**src/rtl/aes_ctrl_pkg.sv**
```systemverilog
// Shared constants and FSM state type for the two-channel AES core arbiter.
package aes_ctrl_pkg;
  localparam int   AES_W              = 128;
  localparam logic MODE_ENC           = 1'b0;
  localparam logic MODE_DEC           = 1'b1;
  localparam int   TIMEOUT_CYCLES_DEF = 64;

  typedef enum logic [1:0] {
    ST_IDLE,
    ST_ISSUE,
    ST_WAIT,
    ST_RESP
  } state_t;
endpackage

```
**src/rtl/aes_rr_arb2.sv**
```systemverilog
// Two-way round-robin grant: the pointed-to channel wins if it requests, else the other one.
module aes_rr_arb2
  import aes_ctrl_pkg::*;
(
  input  logic [1:0] req_i,
  input  logic       rr_ptr_i,
  output logic [1:0] gnt_o
);
  always_comb begin
    gnt_o = 2'b00;
    if (req_i[rr_ptr_i]) begin
      gnt_o[rr_ptr_i] = 1'b1;
    end else if (req_i[~rr_ptr_i]) begin
      gnt_o[~rr_ptr_i] = 1'b1;
    end
  end
endmodule

```
**src/rtl/aes_core_arbiter.sv**
```systemverilog
// Shares one AES core between two request channels, one operation in flight at a time.
// Optional WAIT timeout (rsp_err) is built when AES_ARB_TIMEOUT_EN is defined.
module aes_core_arbiter
  import aes_ctrl_pkg::*;
#(
  parameter int TIMEOUT_CYCLES = TIMEOUT_CYCLES_DEF
) (
  input  logic                  clk,
  input  logic                  reset_n,
  input  logic [1:0]            req_valid,
  output logic [1:0]            req_ready,
  input  logic [1:0]            req_mode,
  input  logic [1:0][AES_W-1:0] req_data,
  input  logic [1:0][AES_W-1:0] req_key,
  output logic [1:0]            rsp_valid,
  input  logic [1:0]            rsp_ready,
  output logic [AES_W-1:0]      rsp_data,
  output logic                  rsp_err,
  output logic [AES_W-1:0]      plain_text_in,
  output logic [AES_W-1:0]      cipher_key_in,
  output logic                  cipher_new_en,
  output logic [AES_W-1:0]      cipher_text_in,
  output logic [AES_W-1:0]      round_key_10,
  output logic                  en,
  output logic                  decipher_new_en,
  input  logic [AES_W-1:0]      cipher_text_out,
  input  logic [AES_W-1:0]      plain_text_out,
  input  logic                  cipher_ready,
  input  logic                  decipher_ready
);
  state_t           state_q, state_d;
  logic             rr_ptr_q, rr_ptr_d;
  logic             ch_q, ch_d;
  logic             mode_q, mode_d;
  logic [AES_W-1:0] data_q, key_q;
  logic [AES_W-1:0] rsp_data_q, rsp_data_d;
  logic [1:0]       gnt;
  logic             accept, done, timeout, busy, is_enc;

  aes_rr_arb2 u_arb (
    .req_i    (req_valid),
    .rr_ptr_i (rr_ptr_q),
    .gnt_o    (gnt)
  );

  assign accept = (state_q == ST_IDLE) && (gnt != 2'b00);
  assign is_enc = (mode_q == MODE_ENC);
  // Only the ready matching the operation in flight counts, and only while waiting.
  assign done   = (state_q == ST_WAIT) && (is_enc ? cipher_ready : decipher_ready);

`ifdef AES_ARB_TIMEOUT_EN
  localparam int CNT_W = $clog2(TIMEOUT_CYCLES + 1);
  logic [CNT_W-1:0] cnt_q;
  logic             rsp_err_q;

  assign timeout = (state_q == ST_WAIT) && !done && (cnt_q == CNT_W'(TIMEOUT_CYCLES - 1));

  always_ff @(posedge clk or negedge reset_n) begin
    if (!reset_n) begin
      cnt_q     <= '0;
      rsp_err_q <= 1'b0;
    end else begin
      cnt_q <= (state_q == ST_WAIT) ? cnt_q + CNT_W'(1) : '0;
      if (done || timeout) rsp_err_q <= timeout;
    end
  end

  assign rsp_err = rsp_err_q;
`else
  logic unused_timeout_cycles;
  assign unused_timeout_cycles = ^TIMEOUT_CYCLES;
  assign timeout = 1'b0;
  assign rsp_err = 1'b0;
`endif

  always_comb begin
    state_d    = state_q;
    rr_ptr_d   = rr_ptr_q;
    ch_d       = ch_q;
    mode_d     = mode_q;
    rsp_data_d = rsp_data_q;
    unique case (state_q)
      ST_IDLE: begin
        if (accept) begin
          state_d = ST_ISSUE;
          ch_d    = gnt[1];
          mode_d  = req_mode[gnt[1]];
        end
      end
      ST_ISSUE: state_d = ST_WAIT;
      ST_WAIT: begin
        if (done) begin
          state_d    = ST_RESP;
          rsp_data_d = is_enc ? cipher_text_out : plain_text_out;
        end else if (timeout) begin
          state_d    = ST_RESP;
          rsp_data_d = '0;
        end
      end
      ST_RESP: begin
        if (rsp_ready[ch_q]) begin
          state_d  = ST_IDLE;
          rr_ptr_d = ~ch_q;
        end
      end
      default: state_d = ST_IDLE;
    endcase
  end

  always_ff @(posedge clk or negedge reset_n) begin
    if (!reset_n) begin
      state_q    <= ST_IDLE;
      rr_ptr_q   <= 1'b0;
      ch_q       <= 1'b0;
      mode_q     <= MODE_ENC;
      rsp_data_q <= '0;
    end else begin
      state_q    <= state_d;
      rr_ptr_q   <= rr_ptr_d;
      ch_q       <= ch_d;
      mode_q     <= mode_d;
      rsp_data_q <= rsp_data_d;
    end
  end

  // Operand registers are only observed while busy, so they need no reset.
  always_ff @(posedge clk) begin
    if (accept) begin
      data_q <= req_data[gnt[1]];
      key_q  <= req_key[gnt[1]];
    end
  end

  assign busy            = (state_q != ST_IDLE);
  assign req_ready       = (reset_n && !busy) ? gnt : 2'b00;
  assign rsp_valid       = (state_q == ST_RESP) ? (ch_q ? 2'b10 : 2'b01) : 2'b00;
  assign rsp_data        = rsp_data_q;
  assign plain_text_in   = (busy && is_enc)  ? data_q : '0;
  assign cipher_key_in   = (busy && is_enc)  ? key_q  : '0;
  assign cipher_text_in  = (busy && !is_enc) ? data_q : '0;
  assign round_key_10    = (busy && !is_enc) ? key_q  : '0;
  assign cipher_new_en   = (state_q == ST_ISSUE) && is_enc;
  assign decipher_new_en = (state_q == ST_ISSUE) && !is_enc;
  assign en              = (state_q == ST_ISSUE) || (state_q == ST_WAIT);
endmodule

```
**config.mk**
```make
export PLATFORM = sky130hd
export DESIGN_NAME = aes_core_arbiter
export DESIGN_NICKNAME = d
export VERILOG_FILES = /design/src/rtl/aes_ctrl_pkg.sv /design/src/rtl/aes_rr_arb2.sv /design/src/rtl/aes_core_arbiter.sv
export SDC_FILE = /design/constraint.sdc
export NUM_CORES = 1
export LEC_CHECK = 0
export CAP_MARGIN = 20
export CORE_AREA = 5 5 557 559
export CTS_BUF_LIST = sky130_fd_sc_hd__clkbuf_4 sky130_fd_sc_hd__clkbuf_8 sky130_fd_sc_hd__clkbuf_16
export DETAILED_ROUTE_END_ITERATION = 8
export DIE_AREA = 0 0 562 564
export HOLD_SLACK_MARGIN = 0.02
export PLACE_DENSITY = 0.32
export SLEW_MARGIN = 15
export SYNTH_ARGS = -nofsm -noshare
export SYNTH_HDL_FRONTEND = slang
export SYNTH_SLANG_ARGS = --single-unit
```
**constraint.sdc**
```tcl
create_clock -name clk -period 8.1 [get_ports clk]
set_clock_uncertainty 0.2 [all_clocks]
set_input_delay 1.215 -clock clk [delete_from_list [all_inputs] [get_ports clk]]
set_output_delay 1.215 -clock clk [all_outputs]
set_load 0.02 [all_outputs]
```
; ---- Word level (Yosys, flattened, before mapping)
; Index checks and enable logic that the tools add are counted.
[word_totals]
reg_bits = 389
out_inout_bits = 648
input_bits = 778
[op_classes]
n_eq_ne = 6
reduce_logical = 18
muxes = 31
bitwise = 3
order_cmp = 6
[ops]
columns = op, n
row1 = 128-bit 2-to-1 mux, 9
row2 = 2-bit 2-to-1 mux, 8
row3 = 1-bit 2-to-1 mux, 11
row4 = 1-bit logical AND, 9
row5 = "1-bit by 2-bit less-than comparator with 1-bit output, second input constant", 4
row6 = 2-bit one-hot mux with 4 select lines, 1
row7 = "2-bit inequality test, second input constant", 3
row8 = 2-bit AND reduction, 3
row9 = "2-bit equality test, second input constant", 2
row10 = 2-bit nonzero test, 2
row11 = 1-bit NOT, 3
row12 = 3-bit AND reduction, 1
row13 = 1-bit demux with 1-bit select, 2
row14 = "2-bit by 1-bit equality test with 1-bit output, second input constant", 1
row15 = "1-bit >= comparator, second input constant", 2
row16 = 2-bit logical NOT, 1
row17 = 1-bit logical NOT, 1
row18 = 1-bit logical OR, 1

; ---- Depth between registers and ports, before layout
; Gate-level depths: netlist of run 1.
[depth]
word_depth = 11
mapped_depth = 7

; ---- Hierarchy
; A second synthesis of run 1 with hierarchy kept.
[unflattened]
cells_unflattened = 1738
hier_area_um2 = 20862.5
[by_module_without_submodules]
columns = mod, cells_each, instances, area_each_um2
row1 = aes_core_arbiter, 1735, 1, 20843.7
row2 = aes_rr_arb2, 3, 1, 18.8

; ---- Worst setup path before layout of run 1
; Ideal clock, no wire load.
[synth_path]
kind = input port to flip-flop
start = input req_valid[1]
end = register ch_q
n_path_buf = 0
stages = 2
required_time_ns = 7.469
path_slack_ns = 0.140
setup_ns = 0.431
arrival_ns = 7.329
cell_sequence = o21a_1 -> o22ai_1
[synth_via]
elab_chain_cells = 7
elab_cells_between_ends = 9
[synth_rtl]
columns = item, line_no
row1 = start: declaration, aes_core_arbiter.sv:10  ; input logic [1:0] req_valid,
row2 = 1-bit 2-to-1 mux (implied by the code) (2 in series), aes_rr_arb2.sv:13  ; end else if (req_i[~rr_ptr_i]) begin
row3 = 2-bit 2-to-1 mux, aes_rr_arb2.sv:13
row4 = 2-bit 2-to-1 mux (*), aes_rr_arb2.sv:11  ; if (req_i[rr_ptr_i]) begin
row5 = 2-bit nonzero test, aes_core_arbiter.sv:46  ; assign accept = (state_q == ST_IDLE) && (gnt != 2'b00);
row6 = 1-bit logical AND, aes_core_arbiter.sv:46
row7 = 2-bit AND reduction (no source line), n/a
row8 = end signal: assignment, aes_core_arbiter.sv:120  ; ch_q <= ch_d;
row9 = end: declaration, aes_core_arbiter.sv:33  ; logic ch_q, ch_d;
; Mark *: on every way between the ends. The rest lies on a longest branch, timed or not. The select of a mux whose other input is x is not followed.
; A chain may end at the register's enable or synchronous reset.

; ---- Worst setup path after layout of run 1
[layout_path]
start = register mode_q
end = output round_key_10[74]
[layout_via]
elab_chain_cells = 2
[layout_rtl]
columns = item, line_no
row1 = start: declaration, aes_core_arbiter.sv:34  ; logic mode_q, mode_d;
row2 = start signal: assignment, aes_core_arbiter.sv:121  ; mode_q <= mode_d;
row3 = 1-bit logical AND, aes_core_arbiter.sv:141  ; assign round_key_10 = (busy && !is_enc) ? key_q : '0;
row4 = 128-bit 2-to-1 mux, aes_core_arbiter.sv:141
row5 = end: declaration, aes_core_arbiter.sv:23  ; output logic [AES_W-1:0] round_key_10,
; Every way passes these cells.

==> results.sh, run 1 <==
export IMPL_cts_sinks=389
export IMPL_path_max_fanout=169
export IMPL_cts_tree="built"
export IMPL_wire_per_inst_um=28.0
export IMPL_synth_cell_type_count=29
export IMPL_insertion_delay_ns=0.71
export IMPL_rows=203
export IMPL_path_clk_slew_ns=0.06
export IMPL_initial_utilization=0.0685
export IMPL_ys_top_cells_by_area="edfxtp_1 37%, dfrtp_1 16%, and2_1 15%"
export IMPL_netlist_top_cell_by_area="edfxtp_1"
export IMPL_layout_nets=3871
export IMPL_chipHeight_um=564
export IMPL_gr_usage_all_layers=0.120
export IMPL_ctsHoldBuffers=0
export IMPL_period_share=0.682
export IMPL_fin_crit_ns=5.52
export IMPL_avgSynthCellArea_um2=12.0
export IMPL_synth_seq_area_share=0.528
export IMPL_maxCapViolCount=0
export IMPL_critPathBufInv=4
export IMPL_timing_final_hold_violations=0
export IMPL_post_cts_buffers=0
export IMPL_synth_ff_latch_count=389
export IMPL_antenna_found_initial=182
export IMPL_via_per_inst=2.83
export IMPL_critical_path_cell_chain="buf_4 > nor2b_4 > buf_12 > buf_4 > and2_1 > clkdlybuf4s50_1"
export IMPL_drc=0
export IMPL_slew_headroom=0.282
export IMPL_core_area_mm2=0.305
export IMPL_tightest_slew_ns=1.08
export IMPL_drtIter0Drc=986
export IMPL_cts_root_buf="clkbuf_16"
export IMPL_cts_buffers=60
export IMPL_status="finished clean"
export IMPL_yosys_warnings=0
export IMPL_path_delay_family="buffers and inverters"
export IMPL_hold_class="input port to asynchronous set/reset pin"
export IMPL_cpPeakStageDelay_ns=0.66
export IMPL_synth_ff_type="edfxtp_1"
export IMPL_crit_slowest_cell="clkdlybuf4s50_1"
export IMPL_ioPinCount=1426
export IMPL_crit_arrival_ns=4.11
export IMPL_drive_gt1_frac=0.0618
export IMPL_htree_levels=2
export IMPL_worstRegToRegCells=6
export IMPL_synthTopCellsByCount="514 x and2_1, 256 x edfxtp_1, 202 x mux2_1"
export IMPL_path_depth=6
export IMPL_first_global_vias=20800
export IMPL_area_growth_synth_to_final_pct=101
export IMPL_setup_violations=0
export IMPL_dr_pass1_iters=5
export IMPL_worstSetupPathType="flip-flop to output port"
export IMPL_die_x_um=562
export IMPL_async_flop_share=0.342
export IMPL_max_freq_mhz=181
export IMPL_synth_most_common_cell="and2_1"
export IMPL_cp_data_required_time_ns=6.68
export IMPL_power_density_mw_per_mm2=371
export IMPL_grt_pass1_wl_um=247000
export IMPL_grt_start_max_net_pins=182
export IMPL_synth_top_area_frac=0.369
export IMPL_syn_num_nets=2520
export IMPL_holdWs_ns=0.205
export IMPL_crit_top_cell="buf_4"
export IMPL_setup_tns_ns=0
export IMPL_ant_nets=0
export IMPL_fillCellCount=34300
export IMPL_hpwl_um=172000
export IMPL_syn_area_mm2=0.0209
export IMPL_power_leakage_uw=0.0143
export IMPL_synth_edf_count=256
export IMPL_rsz0062_at_grt="false"
export IMPL_ir_drop_uv=236
export IMPL_dr_total_vias=20300
export IMPL_wirelength_um=201000
export IMPL_clk_path_buf_depth=3
export IMPL_cts_resized=0
export IMPL_port_buffers=1424
export IMPL_slew_violations=0
export IMPL_synth_cells=1738
export IMPL_overflow=0
export IMPL_cp_start_kind="flip-flop"
export IMPL_die_area_mm2=0.317
export IMPL_place_congestion=0.863
export IMPL_cp_end_kind="output port"
## metal layers
metal	wire (um)	GRT usage	part of all wire	up-vias
li1	-	-	-	8973
met1	77400	0.136	0.39	9665
met2	96600	0.210	0.48	1321
met3	21300	0.0534	0.11	303
met4	5190	0.0248	0.026	68
met5	434	0	0.0022	-
## report_power, final
group	internal (uW)	total [uW]	switching, uW	leakage (uW)
combinational	3730	8890	5160	0.00940
clock	1790	2960	1170	0.00106
sequential	2970	3690	724	0.00385
## cell families (layout without fill, tap and decap cells)
kind of cell,count (synthesis),count (layout),synth area share
adders and majority gates,4,4,0.00240
DFF,389,389,0.528
AOI/OAI and AO/OA,268,268,0.0730
and+or+nand+nor,525,525,0.157
buffers and inverters,163,1562,0.0376
other,1,45,0.000180
muxes,388,388,0.202
## cell usage in the layout, fill, tap and decap left out, types with 3 or more instances in the layout
cell type and n:
clkbuf_4 8, diode_2 44, and2_1 514, mux2i_1 130
bufinv_16 11, a31oi_1 129, clkdlybuf4s50_1 1423, buf_12 8
clkinvlp_4 5, nor2b_1 3, mux2_2 55, clkinv_2 14
ha_1 3, mux2_1 202, a21oi_1 130, buf_4 14
inv_1 5, dfrtp_1 132, edfxtp_1 256, clkbuf_8 3
clkbuf_16 62, nand2_1 3, clkinv_1 3
## registers in the layout, indices dropped and copies added (netlist names)
signal    count
rsp_data    128
data_q      128
mode_q        1
rr_ptr_q      1
key_q       128
state_q       2
ch_q          1
## worst paths after layout
kind / startpoint / end / slack [ns]
min in group clk: rsp_data[70] / rsp_data[70] / 0.35
hold / removal: reset_n / rsp_data[32] / 0.21
setup reg to reg: mode_q / rsp_data[30] / 3.85
hold reg to reg: rsp_data[70] / rsp_data[70] / 0.35
setup / recovery: mode_q / round_key_10[74] / 2.58
max in group asynchronous: reset_n / mode_q / 6.10
## metrics by stage
| stage | cell area, um2 | power (uW) | instances | util | setup slack (ns) |
|---|---|---|---|---|---|
| floorplan | 20900 | 7580 | 1738 | - | 0.140 |
| global placement | 39700 | 12900 | 7024 | 0.130 | 3.24 |
| detailed placement | 39700 | 12900 | 7024 | 0.130 | 3.20 |
| CTS | 41800 | 16100 | 7134 | 0.137 | 2.31 |
| global route | 41800 | 16400 | 7145 | 0.137 | 2.22 |
| finish | 41900 | 15500 | 7178 | 0.138 | 2.58 |
## layout make-up
cell class                 count  area, um2  area share
sequential                   389      11000       0.263
multi-input combinational   1186       9120       0.217
inverter                       6       22.5    0.000537
antenna                       44        110     0.00263
clock buffer                  73       1650      0.0394
tap                         3997       5000       0.119
clock inverter                37        484      0.0115
timing repair buffer        1446      14500       0.346
Note: power is estimated with default switching activity, not from simulation.
==> run 2: changes to the inputs <==
clock period = 5.11 ns   (was 8.1 ns; I/O delays follow)
==> run 2 against run 1 <==
Effect of this change:
- combinational power up 64%
- first-iteration DRC count down 7.7%
- final area up 0.62%
- setup slack worse by 2.0 ns
- sequential power up 58%
- sequential share of layout area down 0.16 points
- clock power up 53%
- critical path depth up 1
- utilization up 0.085 points
- critical path type unchanged
==> results.sh, run 2 (synthesized netlist as in run 1, its figures left out) <==
export IMPL_status="finished clean"
export IMPL_cts_root_buf="clkbuf_16"
export IMPL_drtIter0Drc=910
export IMPL_worstSetupPathType="flip-flop to output port"
export IMPL_period_share=0.881
export IMPL_path_clk_slew_ns=0.06
export IMPL_initial_utilization=0.0685
export IMPL_cts_buffers=60
export IMPL_first_global_vias=20800
export IMPL_hold_class="input port to asynchronous set/reset pin"
export IMPL_setup_violations=0
export IMPL_rsz0062_at_grt="false"
export IMPL_insertion_delay_ns=0.71
export IMPL_place_congestion=0.833
export IMPL_slew_headroom=0.312
export IMPL_fin_area_mm2=0.0422
export IMPL_layout_nets=3902
export IMPL_wire_per_inst_um=29.0
export IMPL_crit_arrival_ns=3.54
export IMPL_port_buffers=1424
export IMPL_final_cell_mix="1413 x clkdlybuf4s50_1, 514 x and2_1, 256 x edfxtp_1"
export IMPL_antenna_found_initial=195
export IMPL_grt_start_max_net_pins=115
export IMPL_dr_pass1_iters=5
export IMPL_rr_startpoint="state_q[0]"
export IMPL_ant_nets=0
export IMPL_setup_tns_ns=0
export IMPL_die_x_um=562
export IMPL_wirelength_um=209000
export IMPL_ioPinCount=1426
export IMPL_via_per_inst=2.83
export IMPL_holdWs_ns=0.278
export IMPL_htree_levels=2
export IMPL_clk_path_buf_depth=3
export IMPL_grt_pass1_wl_um=255000
export IMPL_gr_usage_all_layers=0.125
export IMPL_max_freq_mhz=222
export IMPL_fillCellCount=34300
export IMPL_cts_tree="built"
export IMPL_cts_resized=0
export IMPL_drc=0
export IMPL_ir_drop_uv=250
export IMPL_power_density_mw_per_mm2=593
export IMPL_power_leakage_uw=0.0145
export IMPL_cp_start_kind="flip-flop"
export IMPL_cts_sinks=389
export IMPL_regToRegEndpoint="key_q[0]"
export IMPL_post_cts_buffers=0
export IMPL_placed_area_mm2=0.0400
export IMPL_ff2ff_setup_slack_ns=2.26
export IMPL_final_common_cell="clkdlybuf4s50_1"
export IMPL_slew_violations=0
export IMPL_fin_crit_ns=4.50
export IMPL_path_max_fanout=103
export IMPL_cp_data_required_time_ns=4.14
export IMPL_die_area_mm2=0.317
export IMPL_dr_total_vias=20400
export IMPL_finalPower_uw=25000
export IMPL_area_growth_synth_to_final_pct=102
export IMPL_hpwl_um=181000
export IMPL_drive_gt1_frac=0.0741
export IMPL_ctsHoldBuffers=1
export IMPL_chipHeight_um=564
export IMPL_overflow=0
export IMPL_fin_util=0.139
export IMPL_timing_final_hold_violations=0
export IMPL_core_area_mm2=0.305
export IMPL_worstRegToRegCells=5
export IMPL_rows=203
export IMPL_cp_end_kind="output port"
export IMPL_maxCapViolCount=0
export IMPL_tightest_slew_ns=1.00
run 2: cell count changes in the layout (fill, tap and decap cells not counted), moves of 2 or more:
cell	change
diode_2	-12
clkdlybuf4s50_1	-10
clkbuf_16	+2
inv_4	+2
clkbuf_4	+3
clkinvlp_4	-4
buf_12	+10
buf_4	+30
clkinv_1	+2
clkbuf_8	+5
clkinv_2	-2
bufinv_16	-6
run 2: stage by stage:
stage | cells | setup slack (ns)
final | 7201 | 0.606
after global routing | 7173 | 0.294
after CTS | 7169 | 0.370
after detailed placement | 7054 | 1.25
after global placement | 7053 | 1.35
after floorplan | 1738 | 0.332
run 2: cell type report:
cell class,count,area (um2),share of cell area
clock inverter,31,302,0.00715
timing repair buffer,1477,14900,0.352
clock buffer,83,1790,0.0425
sequential,389,11000,0.261
inverter,6,22.5,0.000534
tap,3997,5000,0.119
antenna,32,80.1,0.00190
multi-input combinational,1186,9110,0.216
run 2: routing by layer:
layer	track usage	share of wire	up-vias
met2	0.214	0.48	1308
met1	0.149	0.40	9685
li1	-	-	9016
met3	0.0519	0.10	308
met5	0	0.0030	-
met4	0.0210	0.018	92
run 2: worst max path at each step:
| stage | start | to | slack (ns) | cells past startpoint |
|---|---|---|---|---|
| after floorplan | req_valid[0] | ch_q | 0.33 | 2 |
| after global placement | state_q[0] | round_key_10[22] | 1.35 | 7 |
| after detailed placement | state_q[1] | round_key_10[91] | 1.25 | 7 |
| after CTS | state_q[1] | round_key_10[91] | 0.37 | 7 |
| after global routing | state_q[0] | round_key_10[91] | 0.29 | 7 |
| final | state_q[1] | round_key_10[19] | 0.61 | 7 |
run 2: worst max-delay path, stage by stage (launching register included):
cell	delay, ns
dfrtp_1	0.43
inv_1	0.10
ha_1	0.28
nor2b_4	0.17
buf_12	0.25
buf_12	0.25
and2_1	0.28
clkdlybuf4s50_1	0.71
run 2: power by group:
part,switching [uW],internal (uW),total [uW]
sequential,1150,4690,5840
clock,1840,2690,4530
combinational,8520,6110,14600
==> run 3: changes to the inputs <==
SYNTH_HIERARCHICAL = 1   (was unset)
==> run 3 against run 2 <==
Effect of this change:
- wire length is 4.2% lower
- sequential share of layout area up 0.059 points
- global-route usage down 0.57 points
- maximum frequency shrank 1.7%
- final area decreased by 0.23%
- synthesized cell count unchanged
- register-to-register slack worse by 0.14 ns
- worst hold slack got worse by 0.038 ns
- via count grew 0.14%
- count of clock-buffer cells in the layout grew 2
- first-iteration DRC count up 8.5%
- critical path type unchanged
- highest routed layer unchanged
==> results.sh, run 3 <==
export IMPL_period_share=0.897
export IMPL_slew_headroom=0.371
export IMPL_grt_pass1_wl_um=246000
export IMPL_avgSynthCellArea_um2=12.0
export IMPL_crit_top_cell="buf_12"
export IMPL_ir_drop_uv=371
export IMPL_path_max_fanout=106
export IMPL_rr_startpoint="rr_ptr_q"
export IMPL_port_buffers=1424
export IMPL_startpoint="mode_q"
export IMPL_fillCellCount=34300
export IMPL_first_global_vias=20700
export IMPL_gr_usage_all_layers=0.120
export IMPL_ioPinCount=1426
export IMPL_drtIter0Drc=987
export IMPL_cp_end_kind="output port"
export IMPL_cts_buffers=60
export IMPL_cp_data_required_time_ns=4.14
export IMPL_slew_violations=0
export IMPL_synthTopCellsByCount="514 x and2_1, 258 x mux2_2, 256 x edfxtp_1"
export IMPL_grt_start_max_net_pins=144
export IMPL_antenna_found_initial=136
export IMPL_power_leakage_uw=0.0145
export IMPL_post_cts_buffers=0
export IMPL_worstRegToRegCells=5
export IMPL_fin_area_mm2=0.0421
export IMPL_syn_area_mm2=0.0209
export IMPL_setup_violations=0
export IMPL_critical_path_cell_chain="nor2b_4 > buf_12 > buf_12 > and2_1 > clkdlybuf4s50_1"
export IMPL_setup_tns_ns=0
export IMPL_cts_sinks=389
export IMPL_regArea_mm2=0.0110
export IMPL_synth_seq_area_share=0.528
export IMPL_chipHeight_um=564
export IMPL_dr_pass1_iters=4
export IMPL_synth_most_common_cell="and2_1"
export IMPL_path_clk_slew_ns=0.06
export IMPL_core_area_mm2=0.305
export IMPL_worstSetupPathType="flip-flop to output port"
export IMPL_final_common_cell="clkdlybuf4s50_1"
export IMPL_crit_arrival_ns=3.62
export IMPL_wirelength_um=200000
export IMPL_finalPower_uw=24500
export IMPL_die_area_mm2=0.317
export IMPL_critPathCapture="cipher_text_in[124]"
export IMPL_fin_crit_ns=4.58
export IMPL_hold_class="input port to asynchronous set/reset pin"
export IMPL_area_growth_synth_to_final_pct=102
export IMPL_htree_levels=2
export IMPL_setup_slack_ns=0.527
export IMPL_crit_slowest_cell="dfrtp_4"
export IMPL_yosys_warnings=6
export IMPL_syn_num_nets=2520
export IMPL_die_x_um=562
export IMPL_pre_cts_slack_ns=1.30
export IMPL_power_density_mw_per_mm2=582
export IMPL_cts_root_buf="clkbuf_16"
export IMPL_multi_input_area_mm2=0.00912
export IMPL_cts_tree="built"
export IMPL_max_freq_mhz=218
export IMPL_cpPeakStageDelay_ns=0.96
export IMPL_clk_path_buf_depth=3
export IMPL_drive_gt1_frac=0.137
export IMPL_fin_util=0.138
export IMPL_initial_utilization=0.0685
export IMPL_synth_top_area_frac=0.368
export IMPL_overflow=0
export IMPL_synth_cells=1738
export IMPL_hpwl_um=173000
export IMPL_synth_ff_type="edfxtp_1"
export IMPL_drc=0
export IMPL_status="finished clean"
export IMPL_rows=203
export IMPL_final_cell_mix="1406 x clkdlybuf4s50_1, 514 x and2_1, 257 x mux2_2"
export IMPL_maxCapViolCount=0
export IMPL_timing_final_hold_violations=0
export IMPL_via_per_inst=2.85
export IMPL_layout_nets=3890
export IMPL_synth_edf_count=256
export IMPL_insertion_delay_ns=0.73
export IMPL_async_flop_share=0.342
export IMPL_tightest_slew_ns=0.943
export IMPL_place_congestion=0.834
export IMPL_ys_top_cells_by_area="edfxtp_1 37%, dfrtp_1 16%, and2_1 15%"
export IMPL_synth_cell_type_count=26
export IMPL_netlist_top_cell_by_area="edfxtp_1"
export IMPL_regToRegEndpoint="key_q[61]"
export IMPL_placed_area_mm2=0.0399
export IMPL_synth_ff_latch_count=389
export IMPL_dr_total_vias=20400
export IMPL_ff2ff_setup_slack_ns=2.12
export IMPL_cp_start_kind="flip-flop"
export IMPL_rsz0062_at_grt="false"
export IMPL_ant_nets=0
export IMPL_wire_per_inst_um=27.9
==> run 3: changes by cell type after synthesis, moves of 3 or more <==
cell | before | now
buf_4 | 25 | 2
buf_6 | 2 | 13
clkbuf_1 | 79 | 82
buf_2 | 50 | 59
mux2_2 | 55 | 258
mux2_1 | 202 | 0
==> run 3: metrics by stage <==
stage	hold slack, ns	std cells
after detailed placement	0.337	7041
after global routing	0.190	7158
final	0.240	7181
after floorplan	0.271	1738
after CTS	0.111	7151
after global placement	0.330	7041
==> run 3: logic make-up (layout without fill, tap and decap cells) <==
kind of cell / count (synthesis) / count (layout) / synth area share
AND/OR/NAND/NOR: 526 / 526 / 0.157
other: 1 / 30 / 0.000180
flip-flops: 389 / 389 / 0.528
AO/OA/AOI/OAI: 267 / 267 / 0.0728
multiplexers: 388 / 388 / 0.202
buffers and inverters: 163 / 1580 / 0.0379
adder cells (fa/ha/maj): 4 / 4 / 0.00240
==> run 3: metal layers <==
| layer | part of all wire | global-route usage | up-vias |
|---|---|---|---|
| met5 | 0.0021 | 0 | - |
| met4 | 0.022 | 0.0238 | 62 |
| met3 | 0.12 | 0.0584 | 264 |
| met2 | 0.46 | 0.196 | 1220 |
| met1 | 0.40 | 0.142 | 9861 |
| li1 | - | - | 9031 |
==> run 3: area by class of cell <==
cell class              instances  area share
flip-flops and latches        389       0.262
diodes                         29     0.00172
well taps                    3997       0.119
clock buffers                  85      0.0440
repair buffers               1467       0.350
clock inverters                24     0.00627
inverters                       4    0.000357
multi-input cells            1186       0.217
==> run 3: power by group <==
part	switching (uW)	total [uW]	leakage (uW)	internal [uW]
Clock	1880	4560	0.00105	2670
Sequential	1120	5740	0.00383	4630
Combinational	8260	14200	0.00961	5920
==> run 3: timing repair <==
item	CTS	global route
endpoints found under the hold margin	15	0
hold buffers	1	0
gates resized for setup	0	0
==> run 3: worst max-delay path: cells and delay by family (launching register included) <==
| family | cells | cell delay (ns) |
|---|---|---|
| flops | 1 | 0.96 |
| buf+inv | 3 | 1.10 |
| simple gates | 2 | 0.55 |
==> run 3: worst min-delay path by stage <==
stage                             start            end  slack (ns)  depth (start not counted)
after detailed placement  rsp_data[102]  rsp_data[102]        0.34                          2
final                           reset_n    rsp_data[0]        0.24                          2
after CTS                       reset_n    rsp_data[9]        0.11                          2
after floorplan                 reset_n           ch_q        0.27                          0
after global placement     rsp_data[12]   rsp_data[12]        0.33                          2
after global routing            reset_n  rsp_data[126]        0.19                          2
